**src/rtl/mul_sequencer_if.sv**
```systemverilog
`default_nettype none
// ============================================================================
// Module      : mul_sequencer_if
// Description : Control-unit handshake bundle for the shift-and-add multiply
//               sequencer: start/operands in, busy/done/product out.
// Revision    : 1.0 - initial release
// ============================================================================
interface mul_sequencer_if #(
   parameter int DATA_WIDTH = 8
);

   logic                      start;
   logic                      signed_mode;
   logic [DATA_WIDTH-1:0]     multiplicand;
   logic [DATA_WIDTH-1:0]     multiplier;
   logic                      busy;
   logic                      done;
   logic [2*DATA_WIDTH-1:0]   product;

   // Control unit side: issues requests, observes completion.
   modport master (
      output start,
      output signed_mode,
      output multiplicand,
      output multiplier,
      input  busy,
      input  done,
      input  product
   );

   // Sequencer side: accepts requests, reports completion.
   modport slave (
      input  start,
      input  signed_mode,
      input  multiplicand,
      input  multiplier,
      output busy,
      output done,
      output product
   );

endinterface
`default_nettype wire

```
**src/rtl/mul_sequencer.sv**
```systemverilog
`default_nettype none
// ============================================================================
// Module      : mul_sequencer
// Description : Multi-cycle shift-and-add multiplier that borrows the CPU's
//               ALU. One ADD per multiplier bit, then two SUB correction
//               steps on the high half for two's-complement operands.
// Revision    : 1.0 - initial release
// ============================================================================
module mul_sequencer #(
   parameter int DATA_WIDTH = 8
) (
   input  wire logic                  clk,
   input  wire logic                  rst_n,
   mul_sequencer_if.slave             ctrl,
   output logic [DATA_WIDTH-1:0]      alu_op_a,
   output logic [DATA_WIDTH-1:0]      alu_op_b,
   output logic [2:0]                 alu_func,
   input  wire logic [DATA_WIDTH-1:0] alu_out,
   input  wire logic                  alu_carry
);

   localparam int              COUNT_W    = $clog2(DATA_WIDTH);
   localparam logic [COUNT_W-1:0] COUNT_LAST = COUNT_W'(DATA_WIDTH - 1);
   localparam logic [2:0]      FUNC_ADD   = 3'b000;
   localparam logic [2:0]      FUNC_SUB   = 3'b001;

   typedef enum logic [2:0] {
      S_IDLE  = 3'd0,
      S_STEP  = 3'd1,
      S_FIX_A = 3'd2,
      S_FIX_B = 3'd3,
      S_DONE  = 3'd4
   } state_t;

   state_t                    state;
   state_t                    next_state;

   logic [DATA_WIDTH-1:0]     acc;
   logic [DATA_WIDTH-1:0]     lo;
   logic [DATA_WIDTH-1:0]     mcand;
   logic [DATA_WIDTH-1:0]     mplier_orig;
   logic [COUNT_W-1:0]        count;
   logic                      sgn;
   logic [2*DATA_WIDTH-1:0]   product;

   logic                      busy_c;
   logic                      done_c;

   // The ALU result shifted right by one, with the carry re-entering at the
   // top: this is the new high half after each add-and-shift step.
   logic [DATA_WIDTH-1:0]     step_acc;
   logic [DATA_WIDTH-1:0]     step_lo;

   assign step_acc = {alu_carry, alu_out[DATA_WIDTH-1:1]};
   assign step_lo  = {alu_out[0], lo[DATA_WIDTH-1:1]};

   assign ctrl.busy    = busy_c;
   assign ctrl.done    = done_c;
   assign ctrl.product = product;

   // State register.
   always_ff @(posedge clk or negedge rst_n) begin
      if (!rst_n) begin
         state <= S_IDLE;
      end else begin
         state <= next_state;
      end
   end

   // Next-state decode plus combinational ALU drive and handshake outputs.
   always_comb begin
      next_state = state;
      busy_c     = 1'b0;
      done_c     = 1'b0;
      alu_op_a   = '0;
      alu_op_b   = '0;
      alu_func   = FUNC_ADD;

      case (state)
         S_IDLE: begin
            if (ctrl.start) begin
               next_state = S_STEP;
            end
         end

         S_STEP: begin
            busy_c   = 1'b1;
            alu_func = FUNC_ADD;
            alu_op_a = acc;
            // Adding zero when the current multiplier bit is clear keeps the
            // carry at zero, so the shift is correct either way.
            alu_op_b = lo[0] ? mcand : '0;
            if (count == '0) begin
               next_state = sgn ? S_FIX_A : S_DONE;
            end
         end

         S_FIX_A: begin
            // Negative multiplier: its top bit carried weight -2^(W-1), so
            // the unsigned result over-counted mcand * 2^W.
            busy_c     = 1'b1;
            alu_func   = FUNC_SUB;
            alu_op_a   = acc;
            alu_op_b   = mplier_orig[DATA_WIDTH-1] ? mcand : '0;
            next_state = S_FIX_B;
         end

         S_FIX_B: begin
            // Same correction for a negative multiplicand, using the
            // original multiplier bits.
            busy_c     = 1'b1;
            alu_func   = FUNC_SUB;
            alu_op_a   = acc;
            alu_op_b   = mcand[DATA_WIDTH-1] ? mplier_orig : '0;
            next_state = S_DONE;
         end

         S_DONE: begin
            done_c     = 1'b1;
            next_state = S_IDLE;
         end

         default: begin
            next_state = S_IDLE;
         end
      endcase
   end

   // Operand capture, partial-product datapath and result register.
   always_ff @(posedge clk or negedge rst_n) begin
      if (!rst_n) begin
         acc         <= '0;
         lo          <= '0;
         mcand       <= '0;
         mplier_orig <= '0;
         count       <= '0;
         sgn         <= 1'b0;
         product     <= '0;
      end else begin
         case (state)
            S_IDLE: begin
               if (ctrl.start) begin
                  acc         <= '0;
                  lo          <= ctrl.multiplier;
                  mcand       <= ctrl.multiplicand;
                  mplier_orig <= ctrl.multiplier;
                  sgn         <= ctrl.signed_mode;
                  count       <= COUNT_LAST;
               end
            end

            S_STEP: begin
               acc <= step_acc;
               lo  <= step_lo;
               if (count != '0) begin
                  count <= count - COUNT_W'(1);
               end else if (!sgn) begin
                  // Unsigned result is complete after the last step.
                  product <= {step_acc, step_lo};
               end
            end

            S_FIX_A: begin
               // Borrow out of the correction is meaningless modulo 2^W.
               acc <= alu_out;
            end

            S_FIX_B: begin
               acc     <= alu_out;
               product <= {alu_out, lo};
            end

            default: begin
            end
         endcase
      end
   end

endmodule
`default_nettype wire

```
**src/flat_wrapper.sv**
```systemverilog
// flat-port wrapper written by rule: the top's interface ports become plain ports
module mul_sequencer_flat 
#(
   parameter int DATA_WIDTH = 8
)
  (clk, rst_n, alu_op_a, alu_op_b, alu_func, alu_out, alu_carry, ctrl_start, ctrl_signed_mode, ctrl_multiplicand, ctrl_multiplier, ctrl_busy, ctrl_done, ctrl_product);
  mul_sequencer_if #(.DATA_WIDTH(DATA_WIDTH)) ctrl_i ();
  input  wire logic clk;
  input  wire logic rst_n;
  output logic [DATA_WIDTH-1:0] alu_op_a;
  output logic [DATA_WIDTH-1:0] alu_op_b;
  output logic [2:0] alu_func;
  input  wire logic [DATA_WIDTH-1:0] alu_out;
  input  wire logic alu_carry;
  input wire logic [$bits(ctrl_i.start)-1:0] ctrl_start;
  input wire logic [$bits(ctrl_i.signed_mode)-1:0] ctrl_signed_mode;
  input wire logic [$bits(ctrl_i.multiplicand)-1:0] ctrl_multiplicand;
  input wire logic [$bits(ctrl_i.multiplier)-1:0] ctrl_multiplier;
  output wire logic [$bits(ctrl_i.busy)-1:0] ctrl_busy;
  output wire logic [$bits(ctrl_i.done)-1:0] ctrl_done;
  output wire logic [$bits(ctrl_i.product)-1:0] ctrl_product;
  assign ctrl_i.start = ctrl_start;
  assign ctrl_i.signed_mode = ctrl_signed_mode;
  assign ctrl_i.multiplicand = ctrl_multiplicand;
  assign ctrl_i.multiplier = ctrl_multiplier;
  assign ctrl_busy = ctrl_i.busy;
  assign ctrl_done = ctrl_i.done;
  assign ctrl_product = ctrl_i.product;
  mul_sequencer #(.DATA_WIDTH(DATA_WIDTH)) u_core (.clk(clk), .rst_n(rst_n), .ctrl(ctrl_i), .alu_op_a(alu_op_a), .alu_op_b(alu_op_b), .alu_func(alu_func), .alu_out(alu_out), .alu_carry(alu_carry));
endmodule
```
**config.mk**
```make
export PLATFORM = sky130hd
export DESIGN_NAME = mul_sequencer_flat
export DESIGN_NICKNAME = d
export VERILOG_FILES = /design/src/rtl/mul_sequencer_if.sv /design/src/rtl/mul_sequencer.sv /design/src/flat_wrapper.sv
export SDC_FILE = /design/constraint.sdc
export NUM_CORES = 1
export LEC_CHECK = 0
export CORE_ASPECT_RATIO = 1.5
export CORE_MARGIN = 1.5
export CORE_UTILIZATION = 45
export DETAILED_ROUTE_END_ITERATION = 6
export GPL_TIMING_DRIVEN = 0
export PLACE_DENSITY = 0.74
export RECOVER_POWER = 25
export SLEW_MARGIN = 20
export SYNTH_ARGS = -nofsm -noshare
export SYNTH_HDL_FRONTEND = slang
export SYNTH_SLANG_ARGS = --single-unit
```
**constraint.sdc**
```tcl
create_clock -name clk -period 2.3 [get_ports clk]
set_input_delay 0.69 -clock clk [delete_from_list [all_inputs] [get_ports clk]]
set_output_delay 0.69 -clock clk [all_outputs]
set_load 0.01 [all_outputs]
```
* Word level (Yosys, flattened, before mapping)
Index checks and enable logic that the tools add are counted.
** Storage, ports and cells
- Output and inout bits :: 37
- Register bits :: 55
- Word-level logic and storage cells :: 54
- Input bits :: 29
** Operators by class
- Muxes and demuxes :: 22
- Add/sub/neg operators :: 1
- Equality and inequality tests :: 9
- Reduce and logical (&&, ||, !) cells :: 14
** Operator list (number)
- 2-to-1 mux 8 bit :: 6
- case mux 8 bit (3 select lines) :: 2
- 2-to-1 mux 16 bit :: 2
- case mux 16 bit (2 select lines) :: 1
- case mux 8 bit (2 select lines) :: 1
- 2-to-1 mux 3 bit :: 5
- case mux 3 bit (4 select lines) :: 1
- AND reduction 2 bit :: 4
- equality test 3 x 2 -> 1 bit, second input constant :: 2
- zero test 3 bit :: 2
- inequality test 2 bit, second input constant :: 3
- case mux 3 bit (2 select lines) :: 1
- AND reduction 3 bit :: 2
- nonzero test 3 bit :: 2
- inequality test 2 x 1 -> 1 bit, second input constant :: 2
- nonzero test 2 bit :: 2
- equality test 3 x 1 -> 1 bit, second input constant :: 1
- equality test 3 bit, second input constant :: 1
- 2-to-1 mux 1 bit :: 3
- OR reduction 3 bit :: 1
- subtractor 3 x 1 -> 3 bit, second input constant :: 1
- OR reduction 2 bit :: 1

* Longest topological paths before layout
Gate-level depths: netlist (run 1).
- Depth after elaboration :: 4
- Depth in mapped cells :: 8
- Mapped depth without buffers :: 6

* Worst setup path after synthesis (run 1)
Ideal clock, no wire load.
- Kind :: reg-to-output
- Start :: register u_core.state[0]
- End :: output alu_op_b[0]
- Cell stages (with the launch flop) :: 5
- Arrival time :: 1.299 ns
- Setup slack :: 0.311 ns
- Cells stage by stage :: dfrtp_1 buf_2 nand3b_1 a21oi_1 a22o_1
** Between the ends
- Word-level cells in the longest chain between the ends :: 2
** Ends and longest elaborated chain
- start, declared :: line mul_sequencer.sv:35 : state_t state;
- start signal, assigned :: line mul_sequencer.sv:66 : state <= next_state;
- equality test 3 x 2 -> 1 bit or equality test 3 x 1 -> 1 bit (tied branches) :: line mul_sequencer.sv:79 : case (state)
- case mux 8 bit (3 select lines) (*) :: line mul_sequencer.sv:79
- end, declared :: line flat_wrapper.sv:11 : output logic [DATA_WIDTH-1:0] alu_op_b;
Mark *: on every way between the ends. The rest lies on a longest branch, timed or not.

* Worst setup path after layout (run 1)
- Start :: register u_core.state[1]
- End :: output alu_op_b[4]
The elaborated chain is that of the path after synthesis.

==> metrics.md, run 1 <==
| Metric | Value |
|---|---|
| Result of the run | finished, violations left |
| Violated checks | setup timing |
| First-pass GRT wire length | 10.0 mm |
| Commonest register cell after synthesis | sky130_fd_sc_hd__dfrtp_1 |
| Flip-flop and latch count after synthesis | between 50 and 60 |
| Std cell rows | 33 |
| Cts bufs inserted | 5 |
| Total Routing Usage GR | approximately a fifth |
| Drt total wl | just over 6 mm |
| Growth of design area from synthesis to finish | 38.0% |
| Critical-path maximum fanout | 5 |
| Clk network pwr share | 12.4% |
| Multi-input gate area in the final layout | ~1100 sq um |
| Kind of path behind the tightest hold check | register to register |
| Final critical path time including I/O delays and setup | around 2.5 ns |
| Number of antenna violations at the first check in global routing | 0 |
| Worst supply voltage drop on vdd | between 600 and 700 uV |
| Count of cells along the worst register-to-register path | 7 |
| Cell area after synthesis | 2620 sq um |
| Setup CP Type | register to primary output |
| Syn avg cell area | approximately 11 sq um |
| Vias/cell | 5.50 |
| Count of TritonRoute iterations in the first routing pass | 4 |
| Crit share post-route | 107% |
| Switching power of the nets | ~1.7 mW |
| Die ar. | 6290 sq um |
| Ranking of synthesized cells by area | sky130_fd_sc_hd__dfrtp_1, sky130_fd_sc_hd__o32ai_1, sky130_fd_sc_hd__a22o_1, sky130_fd_sc_hd__a21oi_1, sky130_fd_sc_hd__mux2_2 |
| Number of instances in the synthesized netlist | 234 |
| Via count of the first global-routing pass | between 2,000 and 2,500 |
| Total of fill cells in the finished design | 473 |
| Maximum clock frequency | just over 400 MHz |
| Effective utilization at floorplan | around 47% |
| Combinational power share | just over 50% |
| Post-placement setup slack | -0.428 ns |
| Post-synth EDFFs | 0 |
| Worst Path Arrival | around 1.8 ns |
| X dimension of the die | 65.2 um |
| Category of the worst setup path launch point | register |
| Final #Nets | roughly 360 |
| DR iter-0 viols | between 100 and 150 |
| Number of endpoints with negative hold slack in the final report | 0 |
| Power density over cell area | 1310 nW/um^2 |
| Worst hold path stage count | 1 |
| Start of the worst register-to-register path | u_core.count[0]$_DFFE_PN0P_ |
| Sequential cell area | roughly 1400 sq um |
| Internal power of the cells | a little over 3 mW |
| Endpoint, Worst Hold | u_core.count[0]$_DFFE_PN0P_ |
| H-tree depth | 2 |
| Total inserted antenna cells | 0 |
| Most common library cell in the layout ignoring fill and taps | sky130_fd_sc_hd__dfrtp_1 |
| Detailed-route wire length per cell | 15.4 um |
| Share of Yosys cell area claimed by the top area cell type | 52.6% |
| TritonCTS clock tree | done |
| Max-Slew Margin vs Limit | about a tenth |
| Transition time at the pin with the least slew margin | 1.35 ns |
| Setup violators final | 12 |
| Largest area contributor in the synthesized netlist | sky130_fd_sc_hd__dfrtp_1 |
| Worst reg2reg setup slack | ~0.27 ns |
| Layout cell share with drive strength beyond 1 | roughly 25% |
| Die Y-Extent | a little under 100 um |
| Clock edge transition at the registers on the reported setup and hold paths | about 0.10 ns |
| Placed Area | between 3000 and 4000 sq um |
| Max-cap violation count | 0 |
| Detailed-route DRC error count | 0 |
| Static leakage | 1.71 nW |
| Number of buffer cells added on primary ports | 63 |
| Required time of the worst setup path | around 1.6 ns |
| Commonest cells after routing, fill and taps aside | sky130_fd_sc_hd__dfrtp_1, sky130_fd_sc_hd__clkdlybuf4s50_1, sky130_fd_sc_hd__a21oi_1 |
| Final Worst Setup Slack | -0.160 ns |
| Pin count of the biggest net entering global routing | 56 |
| Sequential element share of the synthesized area | 52.6% |
| Maximum buffer depth of the clock tree | 2 |
| Final standard cell area without fillers | between 3000 and 4000 sq um |
| Number of vias in the routed layout | 2,172 |
| HP Start | u_core.count[0]$_DFFE_PN0P_ |
| Setup repair after global routing missed its margin | true |
| Sort of element at the end of the critical path | primary output |
| Critical R2R Capture | u_core.ctrl.product[6]$_DFFE_PN0P_ |
| Final antenna-violating net count | 0 |
| Sequential Power Share | about 37% |
| Number of top-level pins | 66 |
| Pins over their slew limit | 0 |
| Sw frac | a little over a third |
| Setup clock skew after layout | approximately 0.0065 ns |
| Synth warn | 0 |
| Fraction of registers with async set or reset after synthesis | 100% |
| Global route overflow | 0 |
| Buffer cell driving the clock tree root | sky130_fd_sc_hd__clkbuf_8 |
| Sinks on Clock Net | 55 |
| Clock insertion delay at the later pin of the skew report | roughly 0.3 ns |
| HPWL Detailed | ~4.1 mm |
| Core region area | between 5000 and 6000 sq um |
| Unique cell type count in the Yosys netlist | 32 |
| Placer congestion estimate | roughly 0.77 |
-- power by group through the flow --
stage / logic [mW] / clock network, mW / registers (mW)
finish: 2.40 / 0.585 / 1.74
global route: 2.63 / 0.636 / 1.81
CTS: 2.31 / 0.595 / 1.74
detailed placement: 2.18 / 0 / 1.76
global placement: 2.14 / 0 / 1.75
floorplan: 1.24 / 0 / 1.75
-- flip-flops by register name, summed over array words and instances, names as in the netlist --
signal / cells
u_core.acc: 8
u_core.count: 3
u_core.ctrl.product: 16
u_core.lo: 8
u_core.mcand: 8
u_core.mplier_orig: 8
u_core.sgn: 1
u_core.state: 3
-- how the worst max path moves through the flow --
stage | from | to | slack [ns] | depth (start not counted)
finish | u_core.state[1]$_DFFE_PN0P_ | alu_op_b[4] | -0.16 | 7
global route | u_core.state[1]$_DFFE_PN0P_ | alu_op_b[2] | -0.21 | 7
CTS | u_core.state[0]$_DFFE_PN0P_ | alu_op_b[2] | -0.13 | 7
detailed placement | u_core.state[0]$_DFFE_PN0P_ | alu_op_b[2] | -0.43 | 5
global placement | rst_n | u_core.acc[2]$_DFFE_PN0P_ | -1.10 | 1
floorplan | u_core.state[0]$_DFFE_PN0P_ | alu_op_b[0] | 0.31 | 4
-- cells by family (layout without fill, tap and decap cells) --
logic type / count (synthesis) / count (layout) / synth area share, %
AO/OA/AOI/OAI: 78 / 78 / 21.0
buffers and inverters: 37 / 126 / 7.32
flip-flops: 55 / 55 / 52.6
other: 1 / 2 / 0.143
adder cells (fa/ha/maj): 2 / 2 / 0.957
AND/OR/NAND/NOR: 44 / 45 / 10.6
multiplexers: 17 / 17 / 7.32
-- cell type report --
cell class                 instances  share of cell area [%]
clock inverter                     1                   0.208
clock buffer                       7                    2.67
inverter                          19                    1.98
sequential                        55                    38.2
multi-input combinational        144                    30.5
tap                               70                    2.43
timing repair buffer              82                    20.0
buffer                            17                    4.06
-- layer usage --
metal / up-vias / routed length (um) / part of all wire [%] / track usage (%)
li1: 1026 / - / - / -
met1: 1073 / 2440 / 40 / 25.9
met5: - / 0 / 0 / 0
met4: 0 / 95 / 1.6 / 6.94
met3: 9 / 289 / 4.7 / 3.51
met2: 64 / 3270 / 54 / 36.2
-- Yosys cell counts, types with 7 or more instances --
library cell,count
sky130_fd_sc_hd__inv_1,19
sky130_fd_sc_hd__a22o_1,14
sky130_fd_sc_hd__dfrtp_1,55
sky130_fd_sc_hd__mux2_2,9
sky130_fd_sc_hd__a21o_1,7
sky130_fd_sc_hd__mux2_1,8
sky130_fd_sc_hd__o32ai_1,15
sky130_fd_sc_hd__nand2_1,9
sky130_fd_sc_hd__o21ai_0,8
sky130_fd_sc_hd__a22oi_1,8
sky130_fd_sc_hd__and2_1,10
sky130_fd_sc_hd__a21oi_1,21
-- timing repair --
action | 4_1_cts | 5_1_grt
pin swaps | 13 | 7
gates resized for setup | 86 | 16
hold endpoints to repair | 0 | 0
hold buffers | 0 | 0
gates cloned | 1 | 0
setup buffers | 15 | 6
setup endpoints to repair | 19 | 15
-- critical path, stage by stage (launching register included) --
cell and delay (ns):
sky130_fd_sc_hd__dfrtp_1 0.39, sky130_fd_sc_hd__buf_6 0.13, sky130_fd_sc_hd__nand3b_1 0.25, sky130_fd_sc_hd__a21oi_4 0.21, sky130_fd_sc_hd__buf_4 0.13, sky130_fd_sc_hd__buf_4 0.10, sky130_fd_sc_hd__a22o_1 0.12, sky130_fd_sc_hd__buf_2 0.12
-- stage by stage --
step                      TNS [ns]  instances  total power, mW  util, %  hold slack (ns)
after global placement      -67.37        368             3.89     60.3            0.460
after detailed placement     -7.82        368             3.94     60.3            0.469
final                        -1.12        395             4.73     65.2            0.485
after global routing         -1.71        395             5.07     65.2            0.519
after floorplan                  0        235             2.99        -            0.394
after CTS                   -0.866        391             4.64     64.5            0.450
Note: power is estimated with default switching activity, not from simulation.
==> run 2: changes to the inputs <==
--- a/config.mk
+++ b/config.mk
@@ -10,8 +10,9 @@
 export CORE_UTILIZATION = 45
 export DETAILED_ROUTE_END_ITERATION = 6
 export GPL_TIMING_DRIVEN = 0
-export PLACE_DENSITY = 0.74
+export PLACE_DENSITY = 0.73
 export RECOVER_POWER = 25
+export REMOVE_ABC_BUFFERS = 1
 export SLEW_MARGIN = 20
 export SYNTH_ARGS = -nofsm -noshare
 export SYNTH_HDL_FRONTEND = slang
==> run 2 against run 1 <==
The flow still finishes with violations (setup timing). Die area stayed put. Final cell count is 4.8% lower. Clock power is 3.8% lower. Wire length is 5.6% lower. Clock skew is 0.0079 ns higher. Critical endpoint unchanged. Largest cell class unchanged. First-iteration DRC count stayed put. Power is 5.3% lower. Fmax is 2.6% higher.
==> metrics.md, run 2 (synthesized netlist as in run 1, its figures left out) <==
| Metric | Value |
|---|---|
| Result of the run | finished, violations left |
| Violated checks | setup timing |
| Cts-stage hold buffer count | 0 (unchanged) |
| X dimension of the die | 65.2 um (unchanged) |
| Critical-path maximum fanout | 7 (+2) |
| TNS Setup | -0.542 ns (+0.575 ns) |
| Number of buffer cells added on primary ports | 63 (unchanged) |
| Cell family contributing the most delay on the critical path | flip-flops |
| Commonest cells after routing, fill and taps aside | sky130_fd_sc_hd__dfrtp_1, sky130_fd_sc_hd__clkdlybuf4s50_1, sky130_fd_sc_hd__a21oi_1 |
| Most common library cell in the layout ignoring fill and taps | sky130_fd_sc_hd__dfrtp_1 |
| Clock edge transition at the registers on the reported setup and hold paths | 0.11 ns (about the same) |
| Sinks on Clock Net | 55 (unchanged) |
| Number of top-level pins | 66 (unchanged) |
| Detailed-route wire length per cell | 15.3 um (-0.83%) |
| Category of the worst setup path launch point | register |
| Worst-case hold slack | 0.478 ns (-0.00685 ns) |
| HPWL Detailed | 3.76 mm (-8.1%) |
| Total placed cells including tap cells | 352 (-4.3%) |
| Register with the highest flop count | u_core.ctrl.product |
| Pins over their slew limit | 0 (unchanged) |
| H-tree depth | 2 (unchanged) |
| Max-cap violation count | 0 (unchanged) |
| Power density over cell area | 1290 nW/um^2 (-1.6%) |
| Effective utilization at floorplan | 47.3% (unchanged) |
| Pin count of the biggest net entering global routing | 56 (unchanged) |
| Number of endpoints with negative hold slack in the final report | 0 (unchanged) |
| Finished Layout Cells | 376 (-4.8%) |
| Global route overflow | 0 (unchanged) |
| Worst supply voltage drop on vdd | 708 uV (+4.4%) |
| Required time of the worst setup path | 1.61 ns (about the same) |
| Slowest CP cell | sky130_fd_sc_hd__dfrtp_2 |
| Sort of element at the end of the critical path | primary output |
| Max FFs per register | 16 (unchanged) |
| Clock insertion delay at the later pin of the skew report | 0.32 ns (+0.02 ns) |
| Number of buffers and inverters on the critical path | 2 (-2) |
| Buffer cell driving the clock tree root | sky130_fd_sc_hd__clkbuf_8 |
| Max-Slew Margin vs Limit | 10.6% (+0.50 points) |
| Kind of path behind the tightest hold check | register to register |
| Worst Path Arrival | 1.71 ns (-0.06 ns) |
| Total Routing Usage GR | 19.9% (-0.86 points) |
| Via count of the first global-routing pass | 1,976 (-5.3%) |
| Drt total wl | 5.75 mm (-5.6%) |
| Number of antenna violations at the first check in global routing | 0 (unchanged) |
| Std cell rows | 33 (unchanged) |
| Setup repair after global routing missed its margin | true |
| Maximum buffer depth of the clock tree | 2 (unchanged) |
| Total inserted antenna cells | 0 (unchanged) |
| DR iter-0 viols | 129 (unchanged) |
| Core region area | 5530 sq um (unchanged) |
| Maximum single-stage delay on the critical path | 0.47 ns (+0.08 ns) |
| Vias/cell | 5.50 (about the same) |
| Layout cell share with drive strength beyond 1 | 18.3% (-6.6 points) |
| Final Worst Setup Slack | -0.0980 ns (+0.0624 ns) |
| Growth of design area from synthesis to finish | 32.8% |
| Setup clock skew after layout | 0.0144 ns (+0.00793 ns) |
| Setup violators final | 7 (-5) |
| Cell Chain, Critical Path | nand3b_1 -> a21oi_4 -> buf_4 -> a22o_1 -> clkdlybuf4s15_2 |
| Die Y-Extent | 96.4 um (unchanged) |
| Overall Power | 4.48 mW (-5.3%) |
| Final antenna-violating net count | 0 (unchanged) |
| Transition time at the pin with the least slew margin | 1.34 ns (-0.00743 ns) |
| Die ar. | 6290 sq um (unchanged) |
| Final #Nets | 336 (-5.4%) |
| Count of TritonRoute iterations in the first routing pass | 4 (unchanged) |
| Crit share post-route | 104% (-2.7 points) |
| Placer congestion estimate | 0.713 (-7.1%) |
| TritonCTS clock tree | done |
| Setup CP Type | register to primary output |
| Number of vias in the routed layout | 2,069 (-4.7%) |
| Maximum clock frequency | 417 MHz (+2.6%) |
| Detailed-route DRC error count | 0 (unchanged) |
| Final critical path time including I/O delays and setup | 2.40 ns (-0.0624 ns) |
| Static leakage | 1.62 nW (-5.2%) |
| Cts bufs inserted | 5 (unchanged) |
| First-pass GRT wire length | 9.47 mm (-5.6%) |
## run 2: changes by cell type in the layout (fill, tap and decap cells not counted), moves of 3 or more
cell                            change
sky130_fd_sc_hd__and2_1             +3
sky130_fd_sc_hd__buf_6             -11
sky130_fd_sc_hd__dlygate4sd2_1      +8
sky130_fd_sc_hd__buf_4              -6
sky130_fd_sc_hd__clkbuf_2           -4
sky130_fd_sc_hd__and2_4             -3
sky130_fd_sc_hd__buf_2              -5
## run 2: worst paths after layout
path,from,end,slack (ns),cells past startpoint
max in group asynchronous,rst_n,u_core.state[2]$_DFFE_PN0P_,0.66,1
max,u_core.state[0]$_DFFE_PN0P_,alu_op_b[4],-0.1,5
min reg2reg,u_core.count[0]$_DFFE_PN0P_,u_core.count[0]$_DFFE_PN0P_,0.48,1
max reg2reg,u_core.state[1]$_DFFE_PN0P_,u_core.mplier_orig[5]$_DFFE_PN0P_,0.10,6
min in group asynchronous,rst_n,u_core.ctrl.product[12]$_DFFE_PN0P_,0.65,1
min,u_core.count[0]$_DFFE_PN0P_,u_core.count[0]$_DFFE_PN0P_,0.48,1
## run 2: worst register-to-register path: stages, from the launching register on
cell	delay, ns
sky130_fd_sc_hd__dfrtp_2	0.48
sky130_fd_sc_hd__buf_1	0.18
sky130_fd_sc_hd__buf_4	0.19
sky130_fd_sc_hd__nor4b_4	0.51
sky130_fd_sc_hd__buf_6	0.22
sky130_fd_sc_hd__buf_6	0.17
sky130_fd_sc_hd__mux2_2	0.34
## run 2: per-layer routing
metal  track usage (%)  part of all wire (%)  up-vias
li1                  -                     -      986
met1              25.0                    42     1009
met2              33.2                    51       64
met3              4.44                   5.1       10
met4              7.64                   1.8        0
met5                 0                     0        -
## run 2: final cells by class
cell class                      count  area (sq um)
Timing Repair Buffer               81           743
Inverter                           19          71.3
Clock buffer                        5          68.8
Clock inverter                      3          23.8
Multi-Input combinational cell    143          1100
Fill cell                         463          2060
Tap cell                           70          87.6
Sequential cell                    55          1380
## run 2: what timing repair did
item	in CTS	in global routing
setup endpoints to repair	19	9
setup buffers	16	0
resized for setup	57	1
pin swaps	5	2
## run 2: report_power, final
| group | leakage, nW | internal, mW | switching (mW) | total [mW] |
|---|---|---|---|---|
| Sequential | 0.648 | 1.45 | 0.311 | 1.76 |
| Clock | 0.0461 | 0.221 | 0.343 | 0.563 |
| Combinational | 0.927 | 1.17 | 0.984 | 2.15 |
## run 2: per-stage QoR
stage / area [sq um] / utilization (%) / setup WS, ns
6_report: 3470 / 62.8 / -0.0980
5_1_grt: 3470 / 62.8 / -0.158
4_1_cts: 3480 / 62.9 / -0.0802
3_5_place_dp: 3240 / 58.5 / -0.560
3_3_place_gp: 3220 / 58.1 / -1.15
2_1_floorplan: 2500 / - / 0.184
==> run 3: changes to the inputs <==
--- a/config.mk
+++ b/config.mk
@@ -9,8 +9,9 @@
 export CORE_MARGIN = 1.5
 export CORE_UTILIZATION = 45
 export DETAILED_ROUTE_END_ITERATION = 6
+export DONT_BUFFER_PORTS = 1
 export GPL_TIMING_DRIVEN = 0
-export PLACE_DENSITY = 0.73
+export PLACE_DENSITY = 0.59
 export RECOVER_POWER = 25
 export REMOVE_ABC_BUFFERS = 1
 export SLEW_MARGIN = 20
==> run 3 against run 2 <==
The flow now finishes without violations. Critical endpoint is now alu_op_b[3]. Final cell count shrank 17%. Register-to-register slack better by 0.19 ns. Via count is 13% lower. Critical path type unchanged. First-iteration DRC count fell by 22%. Critical path depth shrank 2. Wire length shrank 4.3%. Highest routed layer unchanged.
==> metrics.md, run 3 (synthesized netlist as in run 1, its figures left out) <==
| Metric | Value |
|---|---|
| Result of the run | complete, no violations |
| Crit share post-route | 95.9% (-8.4 points) |
| Global route overflow | 0 (unchanged) |
| Number of endpoints with negative hold slack in the final report | 0 (unchanged) |
| Maximum clock frequency | 453 MHz (+8.7%) |
| Number of buffers and inverters on the critical path | 0 (-2) |
| Detailed-route wire length per cell | 17.6 um (+15%) |
| Total of fill cells in the finished design | 510 (+10%) |
| Worst Path Arrival | 1.52 ns (-0.19 ns) |
| Transition time at the pin with the least slew margin | 0.922 ns (-0.418 ns) |
| Category of the worst setup path launch point | register |
| Total Routing Usage GR | 18.0% (-1.8 points) |
| Maximum buffer depth of the clock tree | 2 (unchanged) |
| Vias/cell | 5.78 (+5.1%) |
| Setup repair after global routing missed its margin | false |
| Start of the worst register-to-register path | u_core.state[1]$_DFFE_PN0P_ |
| Sort of element at the end of the critical path | primary output |
| Overall Power | 3.87 mW (-14%) |
| TNS Setup | 0 ns (+0.542 ns) |
| Effective utilization at floorplan | 47.3% (unchanged) |
| Die Y-Extent | 96.4 um (unchanged) |
| Static leakage | 1.32 nW (-19%) |
| Std cell rows | 33 (unchanged) |
| Final standard cell area without fillers | 2840 sq um (-18%) |
| Cell Chain, Critical Path | nand3b_1 -> a21oi_4 -> a22o_1 |
| Cell family contributing the most delay on the critical path | compound AO/OA/AOI/OAI gates |
| HPWL Detailed | 3.61 mm (-4.0%) |
| Via count of the first global-routing pass | 1,723 (-13%) |
| Number of buffer cells added on primary ports | 0 (-100%) |
| Buffer cell driving the clock tree root | sky130_fd_sc_hd__clkbuf_8 |
| Number of antenna violations at the first check in global routing | 0 (unchanged) |
| X dimension of the die | 65.2 um (unchanged) |
| Power density over cell area | 1360 nW/um^2 (+5.7%) |
| Pins over their slew limit | 0 (unchanged) |
| Number of vias in the routed layout | 1,804 (-13%) |
| Number of top-level pins | 66 (unchanged) |
| Commonest cells after routing, fill and taps aside | sky130_fd_sc_hd__dfrtp_1, sky130_fd_sc_hd__a21oi_1, sky130_fd_sc_hd__inv_1 |
| Growth of design area from synthesis to finish | 8.61% |
| Cts bufs inserted | 5 (unchanged) |
| Detailed-route DRC error count | 0 (unchanged) |
| Register with the highest flop count | u_core.ctrl.product |
| H-tree depth | 2 (unchanged) |
| First-pass GRT wire length | 8.65 mm (-8.7%) |
| Path length in cells of the critical path | 3 (-2) |
| Placer congestion estimate | 0.682 (-4.2%) |
| Count of cells along the worst register-to-register path | 6 (unchanged) |
| Clock insertion delay at the later pin of the skew report | 0.32 ns (about the same) |
| TritonCTS clock tree | done |
| Final #Nets | 272 (-19%) |
| Max-cap violation count | 0 (unchanged) |
| Drt total wl | 5.50 mm (-4.3%) |
| Max-Slew Margin vs Limit | 38.2% (+28 points) |
| Critical-path maximum fanout | 7 (unchanged) |
| Slowest CP cell | sky130_fd_sc_hd__dfrtp_2 |
| Worst supply voltage drop on vdd | 541 uV (-24%) |
| Die ar. | 6290 sq um (unchanged) |
| Worst-case hold slack | 0.0543 ns (-0.424 ns) |
| Clock edge transition at the registers on the reported setup and hold paths | 0.10 ns (about the same) |
| Worst reg2reg setup slack | 0.29 ns (+0.19 ns) |
| Required time of the worst setup path | 1.61 ns (about the same) |
| Layout cell share with drive strength beyond 1 | 18.6% (+0.29 points) |
| Timing startpoint of the critical path | u_core.state[0]$_DFFE_PN0P_ |
| Placed Area | 2610 sq um (-19%) |
| Most common library cell in the layout ignoring fill and taps | sky130_fd_sc_hd__dfrtp_1 |
| Pin count of the biggest net entering global routing | 56 (unchanged) |
| DR iter-0 viols | 100 (-22%) |
| Sinks on Clock Net | 55 (unchanged) |
| Post-placement setup slack | -0.124 ns (+0.436 ns) |
| Core region area | 5530 sq um (unchanged) |
| Final critical path time including I/O delays and setup | 2.21 ns (-0.192 ns) |
| Total inserted antenna cells | 0 (unchanged) |
| Setup CP Type | register to primary output |
| Max FFs per register | 16 (unchanged) |
| Setup clock skew after layout | 0.0113 ns (-0.00316 ns) |
| Kind of path behind the tightest hold check | primary input to asynchronous set/reset pin |
| Maximum single-stage delay on the critical path | 0.46 ns (about the same) |
| Count of TritonRoute iterations in the first routing pass | 4 (unchanged) |
| Final antenna-violating net count | 0 (unchanged) |
| Setup violators final | 0 (-7) |
| Final Worst Setup Slack | 0.0942 ns (+0.192 ns) |
==> run 3: area by class of cell <==
class	instances	area, sq um	area share (%)
clock buffer	5	68.8	2.42
multi-input combinational	143	1080	37.9
clock inverter	3	23.8	0.837
tap	70	87.6	3.08
sequential	55	1380	48.7
timing repair buffer	17	130	4.58
inverter	19	71.3	2.51
==> run 3: where the power goes <==
group	switching [mW]	total [mW]	internal [mW]
combinational	0.775	1.48	0.701
clock	0.333	0.552	0.218
sequential	0.391	1.84	1.45
==> run 3: worst paths after layout <==
kind	to
max	alu_op_b[3]
min	u_core.acc[6]$_DFFE_PN0P_
max reg2reg	u_core.mplier_orig[3]$_DFFE_PN0P_
min reg2reg	u_core.count[0]$_DFFE_PN0P_
max in group asynchronous	u_core.mcand[7]$_DFFE_PN0P_
min in group clk	u_core.count[0]$_DFFE_PN0P_
==> run 3: metal layers <==
metal,part of all wire [%],GRT usage (%)
met1,43,23.6
met2,48,27.8
met3,7.5,5.85
met4,1.7,6.94
met5,0,0
==> run 3: what timing repair did <==
action                                  4_1_cts  5_1_grt
setup buffers                                 4       11
endpoints found under the setup margin       17        7
resized for setup                             9        1
hold buffers                                  0        0
pin swaps                                     0        2
==> run 3: metrics by stage <==
stage | instances | util, %
after floorplan | 217 | -
after global placement | 287 | 46.7
after detailed placement | 289 | 47.2
after CTS | 301 | 49.8
after global routing | 312 | 51.3
final | 312 | 51.3
